==> src/rtl/fase_noite_pkg.sv <==
// rtl/fase_noite_pkg.sv - shared role codes, state encodings and helpers for the night engine
package fase_noite_pkg;

  localparam int NJ = 5;

  localparam logic [1:0] ALDEAO = 2'b00;
  localparam logic [1:0] LOBO   = 2'b01;
  localparam logic [1:0] MEDICO = 2'b10;

  localparam logic [2:0] NENHUM = 3'd7;

  typedef enum logic [2:0] {
    OCIOSO        = 3'd0,
    ESPERA_LOBO   = 3'd1,
    ESPERA_MEDICO = 3'd2,
    RESOLVE       = 3'd3,
    VERIFICA      = 3'd4,
    FIM           = 3'd5
  } estado_t;

  // Indices 5..7 (including NENHUM) read as dead, so callers need no range check.
  function automatic logic esta_vivo(input logic [4:0] vivos, input logic [2:0] idx);
    logic [7:0] estendido;
    estendido = {3'b000, vivos};
    return estendido[idx];
  endfunction

  function automatic logic [2:0] conta_vivos(input logic [4:0] vivos);
    logic [2:0] n;
    n = 3'd0;
    for (int i = 0; i < 5; i++) begin
      n = n + {2'b00, vivos[i]};
    end
    return n;
  endfunction

endpackage

==> src/rtl/fase_noite_decodifica_papeis.sv <==
// rtl/fase_noite_decodifica_papeis.sv - role vector to wolf and doctor index, lowest index wins
module decodifica_papeis
  import fase_noite_pkg::*;
(
  input  logic [9:0] papeis_i,
  output logic [2:0] lobo_o,
  output logic [2:0] medico_o
);

  // Scanning from the top index down lets the lowest matching player overwrite last.
  always_comb begin
    lobo_o   = NENHUM;
    medico_o = NENHUM;
    for (int i = NJ - 1; i >= 0; i--) begin
      if (papeis_i[9 - 2*i -: 2] == LOBO) begin
        lobo_o = 3'(i);
      end
      if (papeis_i[9 - 2*i -: 2] == MEDICO) begin
        medico_o = 3'(i);
      end
    end
  end

endmodule

==> src/rtl/fase_noite.sv <==
// rtl/fase_noite.sv - night-phase engine: victim/protection handshake, death resolution, victory flags
module fase_noite #(
  parameter int NJ = 5
) (
  input  logic       clock,
  input  logic       reset,
  input  logic       carrega,
  input  logic [9:0] jogo_atual,
  input  logic       inicia_noite,
  input  logic [2:0] escolha,
  input  logic       confirma,
  output logic [4:0] vivos,
  output logic [2:0] morto_noite,
  output logic       fim_noite,
  output logic       erro_escolha,
  output logic       espera_lobo,
  output logic       espera_medico,
  output logic       vitoria_lobo,
  output logic       vitoria_aldeia,
  output logic [3:0] noites,
  output logic [3:0] db_estado
);
  import fase_noite_pkg::*;

  localparam logic [4:0] TODOS_VIVOS = 5'((1 << NJ) - 1);

  estado_t    estado_q;
  logic [9:0] papeis_q;
  logic [4:0] vivos_q;
  logic [2:0] morto_q;
  logic [2:0] vitima_q;
  logic [2:0] protegido_q;
  logic [3:0] noites_q;
  logic       fim_q;
  logic       erro_q;
  logic       vit_lobo_q;
  logic       vit_aldeia_q;

  logic [2:0] lobo_idx;
  logic [2:0] medico_idx;
  logic       lobo_vivo;
  logic       medico_vivo;
  logic [7:0] mascara_vitima;

  decodifica_papeis u_papeis (
    .papeis_i (papeis_q),
    .lobo_o   (lobo_idx),
    .medico_o (medico_idx)
  );

  always_comb begin
    lobo_vivo      = esta_vivo(vivos_q, lobo_idx);
    medico_vivo    = esta_vivo(vivos_q, medico_idx);
    mascara_vitima = 8'b0000_0001 << vitima_q;
  end

  always_ff @(posedge clock) begin
    if (!reset) begin
      estado_q     <= OCIOSO;
      papeis_q     <= 10'b0;
      vivos_q      <= TODOS_VIVOS;
      morto_q      <= NENHUM;
      vitima_q     <= NENHUM;
      protegido_q  <= NENHUM;
      noites_q     <= 4'd0;
      fim_q        <= 1'b0;
      erro_q       <= 1'b0;
      vit_lobo_q   <= 1'b0;
      vit_aldeia_q <= 1'b0;
    end else if (carrega) begin
      estado_q     <= OCIOSO;
      papeis_q     <= jogo_atual;
      vivos_q      <= TODOS_VIVOS;
      morto_q      <= NENHUM;
      vitima_q     <= NENHUM;
      protegido_q  <= NENHUM;
      noites_q     <= 4'd0;
      fim_q        <= 1'b0;
      erro_q       <= 1'b0;
      vit_lobo_q   <= 1'b0;
      vit_aldeia_q <= 1'b0;
    end else begin
      fim_q  <= 1'b0;
      erro_q <= 1'b0;
      case (estado_q)
        OCIOSO: begin
          if (inicia_noite && !vit_lobo_q && !vit_aldeia_q) begin
            estado_q <= lobo_vivo ? ESPERA_LOBO : VERIFICA;
          end
        end
        ESPERA_LOBO: begin
          if (confirma) begin
            if (esta_vivo(vivos_q, escolha) && (escolha != lobo_idx)) begin
              vitima_q <= escolha;
              if (medico_vivo) begin
                estado_q <= ESPERA_MEDICO;
              end else begin
                protegido_q <= NENHUM;
                estado_q    <= RESOLVE;
              end
            end else begin
              erro_q <= 1'b1;
            end
          end
        end
        ESPERA_MEDICO: begin
          if (confirma) begin
            if (esta_vivo(vivos_q, escolha)) begin
              protegido_q <= escolha;
              estado_q    <= RESOLVE;
            end else begin
              erro_q <= 1'b1;
            end
          end
        end
        RESOLVE: begin
          if (vitima_q != protegido_q) begin
            vivos_q <= vivos_q & ~mascara_vitima[4:0];
            morto_q <= vitima_q;
          end else begin
            morto_q <= NENHUM;
          end
          if (noites_q != 4'hF) begin
            noites_q <= noites_q + 4'd1;
          end
          estado_q <= VERIFICA;
        end
        VERIFICA: begin
          if (!lobo_vivo) begin
            vit_aldeia_q <= 1'b1;
          end else if (conta_vivos(vivos_q) <= 3'd2) begin
            vit_lobo_q <= 1'b1;
          end
          // Raised here so the pulse coincides with the FIM state itself.
          fim_q    <= 1'b1;
          estado_q <= FIM;
        end
        FIM: begin
          estado_q <= OCIOSO;
        end
        default: begin
          estado_q <= OCIOSO;
        end
      endcase
    end
  end

  always_comb begin
    case (estado_q)
      OCIOSO, ESPERA_LOBO, ESPERA_MEDICO, RESOLVE, VERIFICA, FIM:
        db_estado = {1'b0, estado_q};
      default:
        db_estado = 4'b1111;
    endcase
  end

  assign vivos          = vivos_q;
  assign morto_noite    = morto_q;
  assign fim_noite      = fim_q;
  assign erro_escolha   = erro_q;
  assign espera_lobo    = (estado_q == ESPERA_LOBO);
  assign espera_medico  = (estado_q == ESPERA_MEDICO);
  assign vitoria_lobo   = vit_lobo_q;
  assign vitoria_aldeia = vit_aldeia_q;
  assign noites         = noites_q;

endmodule

==> config.mk <==
export PLATFORM = sky130hd
export DESIGN_NAME = fase_noite
export DESIGN_NICKNAME = d
export VERILOG_FILES = /design/src/rtl/fase_noite_pkg.sv /design/src/rtl/fase_noite_decodifica_papeis.sv /design/src/rtl/fase_noite.sv
export SDC_FILE = /design/constraint.sdc
export NUM_CORES = 1
export LEC_CHECK = 0
export ABC_AREA = 0
export CAP_MARGIN = 20
export CORE_MARGIN = 4
export CORE_UTILIZATION = 46
export CTS_CLUSTER_SIZE = 20
export DETAILED_ROUTE_END_ITERATION = 8
export PLACE_DENSITY = 0.71
export SKIP_CTS_REPAIR_TIMING = 1
export SYNTH_ARGS = -nofsm -noshare
export SYNTH_HDL_FRONTEND = slang
export SYNTH_SLANG_ARGS = --single-unit
export TNS_END_PERCENT = 20
==> constraint.sdc <==
create_clock -name clock -period 1.9 [get_ports clock]
set_input_delay 0.38 -clock clock [delete_from_list [all_inputs] [get_ports clock]]
set_output_delay 0.38 -clock clock [all_outputs]
set_load 0.02 [all_outputs]
==> results of run 1 <==
## stage by stage
step,power (mW),std cells,utilization [%],setup WS [ns],TNS [ns]
after floorplan,0.984,231,-,-0.107,-0.107
after global placement,1.11,337,64.4,-0.405,-3.56
after detailed placement,1.12,337,64.4,-0.461,-4.22
after CTS,1.82,345,67.3,-0.278,-1.72
after global routing,1.89,345,68.2,-0.326,-0.513
final,1.81,345,68.2,-0.200,-0.200
## per-layer routing
layer	part of all wire (%)	wire length, um	vias to the layer above	GRT usage (%)
met4	2.0	100	0	7.91
met2	46	2340	47	33.2
met5	0	0	-	0
li1	-	-	929	-
met1	45	2310	866	25.8
met3	6.4	325	8	4.73
## critical path, stage by stage, from the launching register on
cell and delay, ns:
sky130_fd_sc_hd__dfxtp_4 0.35, sky130_fd_sc_hd__inv_2 0.04, sky130_fd_sc_hd__fa_1 0.52, sky130_fd_sc_hd__inv_1 0.05, sky130_fd_sc_hd__fa_2 0.34, sky130_fd_sc_hd__inv_1 0.06, sky130_fd_sc_hd__ha_1 0.23, sky130_fd_sc_hd__a21oi_2 0.17
sky130_fd_sc_hd__nor2_1 0.06, sky130_fd_sc_hd__o31ai_1 0.07, sky130_fd_sc_hd__a21oi_1 0.09
## worst paths after layout
| path | from | end | slack, ns | cells after the start |
|---|---|---|---|---|
| worst max-delay path | vivos[0]$_SDFFE_PP1P_ | vitoria_lobo$_SDFFE_PP0P_ | -0.20 | 10 |
| worst min-delay path | vitoria_lobo$_SDFFE_PP0P_ | vitoria_lobo$_SDFFE_PP0P_ | 0.46 | 2 |
| worst max register to register | vivos[0]$_SDFFE_PP1P_ | vitoria_lobo$_SDFFE_PP0P_ | -0.20 | 10 |
| worst min register to register | vitoria_lobo$_SDFFE_PP0P_ | vitoria_lobo$_SDFFE_PP0P_ | 0.46 | 2 |
## final cells by class
| cell class | count | area [sq um] | share of cell area [%] |
|---|---|---|---|
| multi-input cells | 172 | 1250 | 44.4 |
| repair buffers | 68 | 623 | 22.2 |
| flip-flops and latches | 35 | 711 | 25.3 |
| clock buffers | 6 | 82.6 | 2.94 |
| clock inverters | 2 | 35.0 | 1.25 |
| well taps | 50 | 62.6 | 2.23 |
| inverters | 12 | 45.0 | 1.61 |
## synthesized netlist by cell type (all sizes together) (2+ instances only)
cell type and count:
a21oi 6, and2 2, and2b 3, buf 4
clkbuf 8, dfxtp 35, fa 2, ha 3
inv 12, mux2i 15, nand2 11, nand2b 10
nand3 7, nand3b 2, nand4 2, nor2 20
nor2b 15, nor3 13, nor3b 2, nor4 2
o211ai 7, o21a 2, o21ai 15, o31ai 3
or2 3, or3 2, xnor2 2, xor2 6
## logic make-up (layout without fill, tap and decap cells)
| family | after synthesis | after routing | synth area share, % |
|---|---|---|---|
| xor+xnor | 8 | 8 | 3.47 |
| compound gates | 45 | 45 | 17.0 |
| simple gates | 98 | 98 | 27.1 |
| fa+ha+maj | 5 | 5 | 3.84 |
| buf+inv | 24 | 88 | 4.77 |
| mux | 16 | 16 | 9.16 |
| flops | 35 | 35 | 34.7 |
## power by group
| group | total [mW] | switching, mW | internal (mW) | leakage, nW |
|---|---|---|---|---|
| Sequential | 0.767 | 0.0168 | 0.750 | 0.284 |
| Combinational | 0.342 | 0.167 | 0.175 | 0.883 |
| Clock | 0.704 | 0.279 | 0.425 | 0.0612 |
| Total | 1.81 | 0.463 | 1.35 | 1.23 |
## sequential cells by signal, summed over array words and instances (netlist names)
| signal | flops |
|---|---|
| vitima_q | 3 |
| noites | 4 |
| vitoria_lobo | 1 |
| estado_q | 3 |
| morto_noite | 3 |
| protegido_q | 3 |
| vivos | 5 |
| papeis_q | 10 |
| erro_escolha | 1 |
| fim_noite | 1 |
| vitoria_aldeia | 1 |
==> impl_metrics.env, run 1 <==
export IMPL_sequential_share_of_the_synthesized_area_pct=34.7
export IMPL_synthTopCellsByArea="sky130_fd_sc_hd__dfxtp_1 (35%), sky130_fd_sc_hd__mux2i_1 (6.9%), sky130_fd_sc_hd__nor2b_1 (4.6%), sky130_fd_sc_hd__nor2_1 (3.7%), sky130_fd_sc_hd__nor3_1 (3.2%)"
export IMPL_num_vias=1850
export IMPL_hold_path_class="flip-flop to flip-flop"
export IMPL_critPathKind="flip-flop to flip-flop"
export IMPL_die_w_um=74.3
export IMPL_track_usage_pct=20.2
export IMPL_finalSetupViolations=1
export IMPL_power_per_cell_area_nw_per_um2=646
export IMPL_final_area_sq_um=2810
export IMPL_failed_checks="negative setup slack"
export IMPL_drt_wl_total_um=5070
export IMPL_netlist_cell_type_count=55
export IMPL_layout_cells_most_common_list="sky130_fd_sc_hd__clkdlybuf4s50_1 (33), sky130_fd_sc_hd__dfxtp_1 (31), sky130_fd_sc_hd__buf_4 (29)"
export IMPL_syn_area_per_cell_sq_um=8.75
export IMPL_cp_start_kind="flip-flop"
export IMPL_clock_skew_ns=0.00785
export IMPL_synth_edff_count=0
export IMPL_fin_hold_ws_ns=0.465
export IMPL_drt_pre_antenna_iters=4
export IMPL_p_leak_nw=1.23
export IMPL_post_synth_inst_count=231
export IMPL_postSynthRegisterBits=35
export IMPL_clk_pin_slew_worst_paths_ns=0.07
export IMPL_chipHeight_um=74.3
export IMPL_place_hpwl_um=3950
export IMPL_initial_antenna_violation_count=0
export IMPL_layout_filler_cells=354
export IMPL_cts_made_buffers=5
export IMPL_final_nets=317
export IMPL_start_util_pct=49.1
export IMPL_grt_ovfl_total=0
export IMPL_run_status="finished with violations"
export IMPL_core_area_sq_um=4120
export IMPL_synth_async_sr_flop_share_pct=0
export IMPL_cts_sinks=35
export IMPL_ys_warn_count=0
export IMPL_worstPathMaxFanout=2
export IMPL_tritoncts="built"
export IMPL_final_common_cell="sky130_fd_sc_hd__clkdlybuf4s50_1"
export IMPL_slew_of_the_pin_with_the_lowest_slew_margin_ns=0.392
export IMPL_avgViaCountPerCell=5.36
export IMPL_clk_latency_ns=0.29
export IMPL_grt_first_pass_wirelength_um=8450
export IMPL_pin_count_of_the_biggest_net_entering_global_routing=14
export IMPL_drcViolationCount=0
export IMPL_cts_max_level=2
export IMPL_max_freq_ghz=0.476
export IMPL_worst_endpoint_required_ns=2.07
export IMPL_maxSlewViolCount=0
export IMPL_grt_setup_unrepaired="true"
export IMPL_critical_path_arrival_ns=2.27
export IMPL_first_global_vias=1854
export IMPL_synth_net_count=254
export IMPL_ant_nets=0
export IMPL_synthesis_area_sq_um=2020
export IMPL_cts_path_max_buffers=2
export IMPL_post_route_worst_setup_slack_ns=-0.200
export IMPL_antenna_cells_inserted=0
export IMPL_syn_to_final_growth_pct=38.8
export IMPL_maxCapViolations=0
export IMPL_timing_critical_path_to_type="flip-flop"
export IMPL_floorplan_io_pins=40
export IMPL_period_minus_slack_ns=2.10
export IMPL_drt_iter0_markers=95
export IMPL_cts_root_buf="sky130_fd_sc_hd__clkbuf_8"
export IMPL_place_gp_congestion=0.863
export IMPL_floorplan_die_area_sq_um=5520
export IMPL_share_of_post_route_cells_with_drive_strength_above_1_pct=21.4
export IMPL_instance_area_at_placement_sq_um=2650
export IMPL_synthFlopType="sky130_fd_sc_hd__dfxtp_1"
export IMPL_maxSlewHeadroom_pct=73.8
export IMPL_placement_io_buffers=39
export IMPL_core_rowCount=23
export IMPL_max_vdd_ir_drop_mv=0.431
export IMPL_routedWlPerCell_um=14.7
export IMPL_period_share_pct=111
export IMPL_post_synth_top_area_fraction_pct=34.7
export IMPL_timing_hold_violations_final=0
export IMPL_synthDominantAreaCellType="sky130_fd_sc_hd__dfxtp_1"
(Power assumes the default switching activity.)
==> run 2, diff against run 1 <==
--- a/config.mk
+++ b/config.mk
@@ -11,6 +11,7 @@
 export CORE_UTILIZATION = 46
 export CTS_CLUSTER_SIZE = 20
 export DETAILED_ROUTE_END_ITERATION = 8
+export GPL_TIMING_DRIVEN = 0
 export PLACE_DENSITY = 0.71
 export SKIP_CTS_REPAIR_TIMING = 1
 export SYNTH_ARGS = -nofsm -noshare
==> run 2 against run 1 <==
First-iteration DRC count fell by 12%. Global-route usage fell by 2.2 points. Power rose by 2.1%. Die area did not move. The flow still finishes with violations (negative setup slack). Non-clock buffer count fell by 14. Highest routed layer unchanged. Combinational power fell by 6.4%.
==> impl_metrics.env, run 2 (synthesis gave the netlist of run 1 again) <==
export IMPL_start_util_pct=49.1
export IMPL_clock_skew_ns=0.0118
export IMPL_syn_to_final_growth_pct=37.2
export IMPL_grt_first_pass_wirelength_um=7560
export IMPL_first_global_vias=1668
export IMPL_r2r_depth=10
export IMPL_drt_iter0_markers=84
export IMPL_timing_critical_path_slowest_stage_cell="sky130_fd_sc_hd__fa_1"
export IMPL_largest_register_ff_count=10
export IMPL_place_gp_congestion=0.876
export IMPL_final_common_cell="sky130_fd_sc_hd__dfxtp_1"
export IMPL_track_usage_pct=18.0
export IMPL_final_area_sq_um=2770
export IMPL_max_vdd_ir_drop_mv=0.506
export IMPL_slew_of_the_pin_with_the_lowest_slew_margin_ns=0.693
export IMPL_drt_wl_total_um=4850
export IMPL_die_w_um=74.3
export IMPL_chipHeight_um=74.3
export IMPL_period_share_pct=117
export IMPL_maxSlewHeadroom_pct=53.8
export IMPL_post_route_worst_setup_slack_ns=-0.315
export IMPL_cts_root_buf="sky130_fd_sc_hd__clkbuf_8"
export IMPL_final_nets=303
export IMPL_num_vias=1845
export IMPL_p_total_mw=1.85
export IMPL_period_minus_slack_ns=2.22
export IMPL_instance_area_at_placement_sq_um=2470
export IMPL_tritoncts="built"
export IMPL_initial_antenna_violation_count=0
export IMPL_max_freq_ghz=0.451
export IMPL_place_hpwl_um=3450
export IMPL_drt_pre_antenna_iters=4
export IMPL_ant_nets=0
export IMPL_power_per_cell_area_nw_per_um2=667
export IMPL_cp_start_kind="flip-flop"
export IMPL_maxCapViolations=0
export IMPL_worstSetupPathDepth=10
export IMPL_placement_io_buffers=38
export IMPL_final_core_utilization_pct=67.3
export IMPL_crit_buf_inv=3
export IMPL_worst_endpoint_required_ns=2.07
export IMPL_routedWlPerCell_um=14.7
export IMPL_largest_register="papeis_q"
export IMPL_timing_hold_violations_final=0
export IMPL_cts_made_buffers=5
export IMPL_timing_critical_path_to_type="flip-flop"
export IMPL_worst_path_largest_cell_delay_ns=0.57
export IMPL_layout_cells_most_common_list="sky130_fd_sc_hd__dfxtp_1 (31), sky130_fd_sc_hd__clkdlybuf4s50_1 (30), sky130_fd_sc_hd__nor2_1 (18)"
export IMPL_critPathMostFrequentCell="sky130_fd_sc_hd__inv_2"
export IMPL_clk_latency_ns=0.30
export IMPL_worstPathMaxFanout=4
export IMPL_p_leak_nw=1.19
export IMPL_antenna_cells_inserted=0
export IMPL_cts_max_level=2
export IMPL_pin_count_of_the_biggest_net_entering_global_routing=13
export IMPL_critPathTopFamily="adder cells"
export IMPL_share_of_post_route_cells_with_drive_strength_above_1_pct=19.2
export IMPL_finalSetupViolations=2
export IMPL_floorplan_io_pins=40
export IMPL_run_status="finished with violations"
export IMPL_grt_ovfl_total=0
export IMPL_critPathKind="flip-flop to flip-flop"
export IMPL_grt_setup_unrepaired="true"
export IMPL_maxSlewViolCount=0
export IMPL_core_area_sq_um=4120
export IMPL_path_cells="inv_4, fa_1, inv_2, fa_2, inv_2, ha_4, a21oi_4, nor2_2, o31ai_2, a21oi_1"
export IMPL_clk_pin_slew_worst_paths_ns=0.08
export IMPL_cts_sinks=35
export IMPL_worstHoldPathCells=3
export IMPL_critical_path_arrival_ns=2.38
export IMPL_hold_path_class="input pin to flip-flop"
export IMPL_drcViolationCount=0
export IMPL_core_rowCount=23
export IMPL_cts_path_max_buffers=2
export IMPL_avgViaCountPerCell=5.57
export IMPL_floorplan_die_area_sq_um=5520
export IMPL_failed_checks="negative setup slack"
## run 2: cell count changes in the layout (fill, tap and decap cells not counted), sizes merged
| cell | change |
|---|---|
| clkinv | -1 |
| buf | -22 |
| clkbuf | +9 |
| dlymetal6s2s | +2 |
| clkinvlp | +1 |
| clkdlybuf4s50 | -3 |
## run 2: per-layer routing
layer / share of wire, % / global-route usage (%) / vias to the layer above
met5: 0 / 0 / -
met4: 1.6 / 9.29 / 0
met3: 5.9 / 4.46 / 7
met2: 46 / 26.6 / 64
met1: 47 / 24.4 / 863
li1: - / - / 911
## run 2: path summary, 6_finish.rpt
kind / from / endpoint / slack (ns)
max: vivos[1]$_SDFFE_PP1P_ / vitoria_lobo$_SDFFE_PP0P_ / -0.32
min: escolha[1] / protegido_q[1]$_SDFFE_PP1P_ / 0.47
min reg2reg: vitoria_lobo$_SDFFE_PP0P_ / vitoria_lobo$_SDFFE_PP0P_ / 0.47
max reg2reg: vivos[1]$_SDFFE_PP1P_ / vitoria_lobo$_SDFFE_PP0P_ / -0.32
## run 2: tightest hold or removal path, stage by stage
cell                       delay, ns
sky130_fd_sc_hd__clkbuf_4       0.16
sky130_fd_sc_hd__nor3_1         0.07
sky130_fd_sc_hd__mux2i_1        0.12
## run 2: metrics by stage
| step | setup TNS [ns] | setup WS, ns | hold slack (ns) | std cells |
|---|---|---|---|---|
| after floorplan | -0.107 | -0.107 | 0.480 | 231 |
| after CTS | -4.64 | -0.591 | 0.451 | 327 |
| final | -0.317 | -0.315 | 0.466 | 331 |
| after global routing | -0.748 | -0.399 | 0.465 | 331 |
| after detailed placement | -6.46 | -0.601 | 0.470 | 319 |
| after global placement | -6.23 | -0.601 | 0.457 | 319 |
## run 2: report_power, final
part | internal (mW) | total, mW | switching [mW]
clock | 0.470 | 0.765 | 0.295
combinational | 0.153 | 0.320 | 0.167
sequential | 0.749 | 0.765 | 0.0160
total | 1.37 | 1.85 | 0.478
## run 2: area by class of cell
| class | instances | area [sq um] |
|---|---|---|
| buffer | 12 | 57.6 |
| clock inverter | 2 | 37.5 |
| tap | 50 | 62.6 |
| fill | 344 | 1340 |
| clock buffer | 6 | 93.8 |
| inverter | 12 | 47.5 |
| timing repair buffer | 42 | 434 |
| multi-input combinational | 172 | 1330 |
| sequential | 35 | 713 |
